<file path="src/rtl/hbmc_dfifo_pkg.sv">
// Shared types and constants for the HyperBus downstream data FIFO.
package hbmc_dfifo_pkg;

    typedef enum logic {
        WORD_LS_FIRST = 1'b0,
        WORD_MS_FIRST = 1'b1
    } word_order_e;

    localparam int HB_WORD_W = 16;
    localparam int HB_STRB_W = 2;

endpackage

</file>
<file path="src/rtl/hbmc_sync_fifo_mem.sv">
// Single-clock register-array FIFO: pointers, fill level, full/empty and synchronous flush.
module hbmc_sync_fifo_mem #(
    parameter int WIDTH = 8,
    parameter int DEPTH = 16
) (
    input  logic                       clk_i,
    input  logic                       arst_i,
    input  logic                       flush_i,
    input  logic                       push_i,
    input  logic                       pop_i,
    input  logic [WIDTH-1:0]           wdata_i,
    output logic [WIDTH-1:0]           rdata_o,
    output logic [$clog2(DEPTH):0]     level_o,
    output logic                       full_o,
    output logic                       empty_o
);

    localparam int AW = $clog2(DEPTH);
    localparam int LW = AW + 1;

    logic [WIDTH-1:0] mem_q [DEPTH];
    logic [AW-1:0]    wptr_q, wptr_d;
    logic [AW-1:0]    rptr_q, rptr_d;
    logic [LW-1:0]    level_q, level_d;
    logic             push, pop;

    // Full/empty come from the registered level, so a push into a full FIFO is
    // dropped even when the head is popped in the same cycle.
    assign full_o  = (level_q == LW'(DEPTH));
    assign empty_o = (level_q == '0);
    assign push    = push_i & ~full_o & ~flush_i;
    assign pop     = pop_i & ~empty_o & ~flush_i;
    assign rdata_o = mem_q[rptr_q];
    assign level_o = level_q;

    always_comb begin
        wptr_d  = wptr_q;
        rptr_d  = rptr_q;
        level_d = level_q;
        if (flush_i) begin
            wptr_d  = '0;
            rptr_d  = '0;
            level_d = '0;
        end else begin
            if (push) wptr_d = wptr_q + AW'(1);
            if (pop)  rptr_d = rptr_q + AW'(1);
            case ({push, pop})
                2'b10:   level_d = level_q + LW'(1);
                2'b01:   level_d = level_q - LW'(1);
                default: level_d = level_q;
            endcase
        end
    end

    always_ff @(posedge clk_i or posedge arst_i) begin
        if (arst_i) begin
            wptr_q  <= '0;
            rptr_q  <= '0;
            level_q <= '0;
        end else begin
            wptr_q  <= wptr_d;
            rptr_q  <= rptr_d;
            level_q <= level_d;
        end
    end

    always_ff @(posedge clk_i) begin
        if (push) mem_q[wptr_q] <= wdata_i;
    end

endmodule

</file>
<file path="src/rtl/hbmc_dfifo_sc.sv">
// Downstream data FIFO: stores wide write beats and presents them first-word-fall-through
// as 16-bit HyperBus words with 2-bit strobes and an end-of-beat marker.
module hbmc_dfifo_sc
    import hbmc_dfifo_pkg::*;
#(
    parameter int          DATA_WIDTH   = 32,
    parameter int          FIFO_DEPTH   = 16,
    parameter int          AFULL_THRESH = FIFO_DEPTH - 2,
    parameter word_order_e WORD_ORDER   = WORD_LS_FIRST
) (
    input  logic                            fifo_clk,
    input  logic                            fifo_arst,
    input  logic                            fifo_flush,
    input  logic [DATA_WIDTH-1:0]           fifo_wr_din,
    input  logic [DATA_WIDTH/8-1:0]         fifo_wr_strb,
    input  logic                            fifo_wr_ena,
    output logic                            fifo_wr_full,
    output logic                            fifo_wr_afull,
    output logic [$clog2(FIFO_DEPTH):0]     fifo_wr_level,
    output logic [HB_WORD_W-1:0]            fifo_rd_dout,
    output logic [HB_STRB_W-1:0]            fifo_rd_strb,
    output logic                            fifo_rd_last,
    input  logic                            fifo_rd_ena,
    output logic                            fifo_rd_empty
);

    localparam int N   = DATA_WIDTH / HB_WORD_W;
    localparam int WCW = (N > 1) ? $clog2(N) : 1;
    localparam int LW  = $clog2(FIFO_DEPTH) + 1;
    localparam int SW  = DATA_WIDTH / 8;
    localparam int EW  = DATA_WIDTH + SW;

    if ((DATA_WIDTH % 16) != 0 || DATA_WIDTH < 16 || DATA_WIDTH > 128) begin : g_bad_width
        $error("hbmc_dfifo_sc: DATA_WIDTH must be a multiple of 16 in 16..128");
    end
    if (FIFO_DEPTH < 2 || (FIFO_DEPTH & (FIFO_DEPTH - 1)) != 0) begin : g_bad_depth
        $error("hbmc_dfifo_sc: FIFO_DEPTH must be a power of 2, at least 2");
    end
    if (AFULL_THRESH > FIFO_DEPTH) begin : g_bad_afull
        $error("hbmc_dfifo_sc: AFULL_THRESH must not exceed FIFO_DEPTH");
    end

    logic [EW-1:0]         head;
    logic [DATA_WIDTH-1:0] head_din;
    logic [SW-1:0]         head_strb;
    logic [WCW-1:0]        wcnt_q, wcnt_d;
    logic [WCW-1:0]        sel;
    logic                  wcnt_last;
    logic                  rd_fire;
    logic                  pop;

    hbmc_sync_fifo_mem #(
        .WIDTH (EW),
        .DEPTH (FIFO_DEPTH)
    ) u_mem (
        .clk_i   (fifo_clk),
        .arst_i  (fifo_arst),
        .flush_i (fifo_flush),
        .push_i  (fifo_wr_ena),
        .pop_i   (pop),
        .wdata_i ({fifo_wr_strb, fifo_wr_din}),
        .rdata_o (head),
        .level_o (fifo_wr_level),
        .full_o  (fifo_wr_full),
        .empty_o (fifo_rd_empty)
    );

    assign head_din      = head[DATA_WIDTH-1:0];
    assign head_strb     = head[EW-1:DATA_WIDTH];
    assign wcnt_last     = (wcnt_q == WCW'(N - 1));
    assign rd_fire       = fifo_rd_ena & ~fifo_rd_empty;
    assign pop           = rd_fire & wcnt_last;
    assign fifo_wr_afull = (fifo_wr_level >= LW'(AFULL_THRESH));
    assign sel           = (WORD_ORDER == WORD_MS_FIRST) ? (WCW'(N - 1) - wcnt_q) : wcnt_q;

    always_comb begin
        wcnt_d = wcnt_q;
        if (fifo_flush)     wcnt_d = '0;
        else if (rd_fire)   wcnt_d = wcnt_last ? '0 : wcnt_q + WCW'(1);
    end

    always_ff @(posedge fifo_clk or posedge fifo_arst) begin
        if (fifo_arst) wcnt_q <= '0;
        else           wcnt_q <= wcnt_d;
    end

    // Outputs are forced to zero while empty so unreset storage never leaks out.
    always_comb begin
        fifo_rd_dout = '0;
        fifo_rd_strb = '0;
        fifo_rd_last = 1'b0;
        if (!fifo_rd_empty) begin
            for (int k = 0; k < N; k++) begin
                if (sel == WCW'(k)) begin
                    fifo_rd_dout = head_din[k*HB_WORD_W +: HB_WORD_W];
                    fifo_rd_strb = head_strb[k*HB_STRB_W +: HB_STRB_W];
                end
            end
            fifo_rd_last = wcnt_last;
        end
    end

endmodule

</file>
<file path="config.mk">
export PLATFORM = sky130hd
export DESIGN_NAME = hbmc_dfifo_sc
export DESIGN_NICKNAME = d
export VERILOG_FILES = /design/src/rtl/hbmc_dfifo_pkg.sv /design/src/rtl/hbmc_sync_fifo_mem.sv /design/src/rtl/hbmc_dfifo_sc.sv
export SDC_FILE = /design/constraint.sdc
export NUM_CORES = 1
export LEC_CHECK = 0
export BUFFER_PORTS_ARGS = -buffer_cell sky130_fd_sc_hd__buf_2
export CORE_UTILIZATION = 62
export DETAILED_ROUTE_END_ITERATION = 8
export HOLD_SLACK_MARGIN = 0.12
export MAX_ROUTING_LAYER = met4
export PLACE_DENSITY = 0.91
export REMOVE_ABC_BUFFERS = 1
export SLEW_MARGIN = 20
export SYNTH_ARGS = -nofsm -noshare
export SYNTH_HDL_FRONTEND = slang
export SYNTH_HIERARCHICAL = 1
export SYNTH_SLANG_ARGS = --single-unit
</file>
<file path="constraint.sdc">
create_clock -name fifo_clk -period 4.5 [get_ports fifo_clk]
set_input_delay 0.9 -clock fifo_clk [delete_from_list [all_inputs] [get_ports fifo_clk]]
set_output_delay 0.9 -clock fifo_clk [all_outputs]
set_load 0.02 [all_outputs]
</file>
==> results.yml <==
clock_network:
  cts_setup_buffers: 0
  ctsHtreeMaxLevel: 2
  cts_tree: "yes"
  clkLatencyLatePin_ps: 590
  cts-root-buf: "clkbuf_16"
  cts_hold_buffers: 0
  cts_sinks: 590
  clockBufferDepth: 3
  cts_buffers: 54
  clkTransAtPathRegs_ps: 60
  cts_resized: 0
floorplan:
  ioPinCount: 68
  core_um2: 36700
  fp.dieH_um: 195.2
  num_rows: 70
  die_w_um: 195.2
  start_util_pct: 63.06
  die-area_um2: 38100
sta:
  finalWorstSetupSlack_ps: 224.9
  skew_ps: 26.24
  relSlewSlack_pct: 36.66
  setup_viol_count_final: 0
  fin_crit_ps: 4275
  fmaxAchievable_ghz: 0.2339
  timing.final.crit_share_pct: 95.00
  hold_viol: 0
  rsz0062_at_grt: "false"
  worst_pin_slew_ps: 947.8
  maxSlewViolCount: 0
  setup-tns-final_ps: 0
power_and_ir_drop:
  p_leak_nw: 8.158
  powerDensity_nw_per_um2: 427.2
  peakVddDrop_mv: 0.3048
finish:
  drive_gt1_share_pct: 32.29
  final_net_count: 1125
  fillerInstances: 1895
  utilization_pct: 71.02
  seqCellArea_um2: 17660
  area_growth_pct: 12.63
  multi_input_area_um2: 5260
synth:
  synth_enable_flop_cells: 576
  synth_cells: 966
  synth.area.top_cells: "edfxtp_1 75%, mux4_2 14%, mux4_1 3.7%"
  synth-xor-area-share_pct: 0.2271
  netlist-cell-type-count: 50
  synth_area_um2: 23140
  ys_ff_latch: 590
  synth_top_area_share_pct: 74.74
  synth-simple-area-share_pct: 1.644
  muxShareOfSynthArea_pct: 19.22
  yosysSeqAreaShare_pct: 76.26
  synth_compound_area_share_pct: 0.6056
  postSynthAreaPerCell_um2: 23.96
  synthArstFlopShare_pct: 2.373
  synth_ff_type: "edfxtp_1"
  synth_warnings: 6
  synth_top_area_cell: "edfxtp_1"
  synthAdderAreaFrac_pct: 0.5191
  synth_top_family_by_area: "multiplexers"
critical_path:
  crit_fanout: 35
  end_kind: "output port"
  reg2reg_from: "u_mem/level_o[4]"
  cp_top_family: "multiplexers"
  cp_cell_sequence: "buf_12, mux4_1, mux4_2, mux2i_1, nor2_1, buf_2"
  cp_slowest_stage_delay_ps: 830
  start_kind: "flop"
  cp_num_buf_inv: 2
  cp-startpoint: "u_mem/rptr_q[0]"
  worst-r2r-setup-slack_ps: 1100
  cp_data_required_time_ps: 3600
  critPathKind: "reg2out"
  cp.arrival_ps: 3380
  slowest_stage: "dfrtp_4"
status:
  status: "finished, final reports clean"
global_routing:
  overflow: 0
  track_usage_pct: 31.16
  grt_max_degree: 52
  first_global_vias: 11569
  antenna_found_initial: 3
  grt_pass1_wl_um: 80420
placed_design:
  place_ws_ps: 829.0
  dp.final_hpwl_um: 27890
  gp_congestion: 0.7694
  portBuffers: 67
routing:
  vias_per_cell: 7.029
  totalWireLength_um: 55150
  drt_iter0_drc: 1437
  wire_per_inst_um: 34.75
  first_pass_iters: 5
  ant_nets: 0
  num_vias: 11155
  drcViolationCount: 0
hold_path:
  min_path_type: "in2async"
job:
  drv_cap: 0
-- through the flow --
stage                     area (µm²)  hold WS (ps)  power [mW]  cells
after global placement         24300         582.3       6.601   1487
after global routing           26060         169.5       11.39   1586
after detailed placement       24300         599.6       6.626   1487
after floorplan                22820         556.3       6.419    917
final                          26060         167.0       11.13   1587
after CTS                      26050         154.5       11.17   1583
-- logic make-up (layout without fill, tap and decap cells) --
family,Yosys count,after routing
buf+inv,59,208
mux,206,206
simple gates,80,80
fa+ha+maj,9,9
xor+xnor,6,6
other cells,0,4
flops,590,590
compound gates,16,16
-- path summary, 6_finish.rpt --
kind,endpoint,cells past startpoint
worst max-delay path,fifo_rd_dout[2],6
worst min-delay path,sel,2
worst max register to register,u_mem/level_o[4],13
worst min register to register,u_mem/wptr_q[1],2
max in group asynchronous,u_mem/rptr_q[0],2
min in group fifo_clk,u_mem/wptr_q[1],2
-- layout make-up --
| cell class | count | area share, % |
|---|---|---|
| antenna | 4 | 0.03841 |
| clock buffer | 65 | 5.425 |
| clock inverter | 31 | 1.296 |
| inverter | 10 | 0.1440 |
| multi-input combinational | 317 | 20.18 |
| sequential | 590 | 67.75 |
| tap | 468 | 2.247 |
| timing repair buffer | 102 | 2.919 |
-- cells in the mapped netlist (2+ instances only) --
library cell,n
buf_2,7
xor2_1,4
inv_1,10
mux2_2,3
dfrtp_1,14
mux4_1,33
mux4_2,147
buf_6,15
nand2_1,7
ha_1,8
clkbuf_1,21
mux2i_1,22
nor2_1,49
nor2b_1,5
buf_4,3
nor3_1,2
nand3_1,3
o211ai_1,2
a211o_1,2
edfxtp_1,576
buf_1,3
xnor2_1,2
-- where the power goes --
part	switching [mW]	internal, mW	total, mW
Clock	1.98	2.63	4.62
Combinational	0.287	0.134	0.421
Sequential	0.0226	6.07	6.10
-- registers in the layout, indices dropped and copies added, names as in the netlist --
signal / count
u_mem/mem_q: 576
u_mem/level_o: 5
u_mem/rptr_q: 4
u_mem/wptr_q: 4
sel: 1
-- routing by layer --
| metal | vias up | global-route usage [%] | routed length (µm) |
|---|---|---|---|
| met2 | 820 | 49.52 | 27930 |
| met1 | 5816 | 40.67 | 19600 |
| met3 | 155 | 5.976 | 5588 |
| met5 | - | - | 0 |
| li1 | 4364 | - | - |
| met4 | 0 | 11.93 | 2030 |
-- cell usage in the layout, fill, tap and decap left out, types with 4 or more instances in the layout --
cell        count
dfrtp_1        10
inv_1          10
clkbuf_16      55
clkinv_2        8
bufinv_16       7
nor2b_1         5
mux4_2        147
mux4_1         33
edfxtp_1      576
mux2i_1        22
clkbuf_1       10
buf_4          22
nor2_4         16
buf_12         13
buf_2          67
nor2_1         33
nand2_1         7
xor2_1          4
ha_1            8
diode_2         4
clkinvlp_4      6
clkinv_1        9
(Power assumes the default switching activity.)
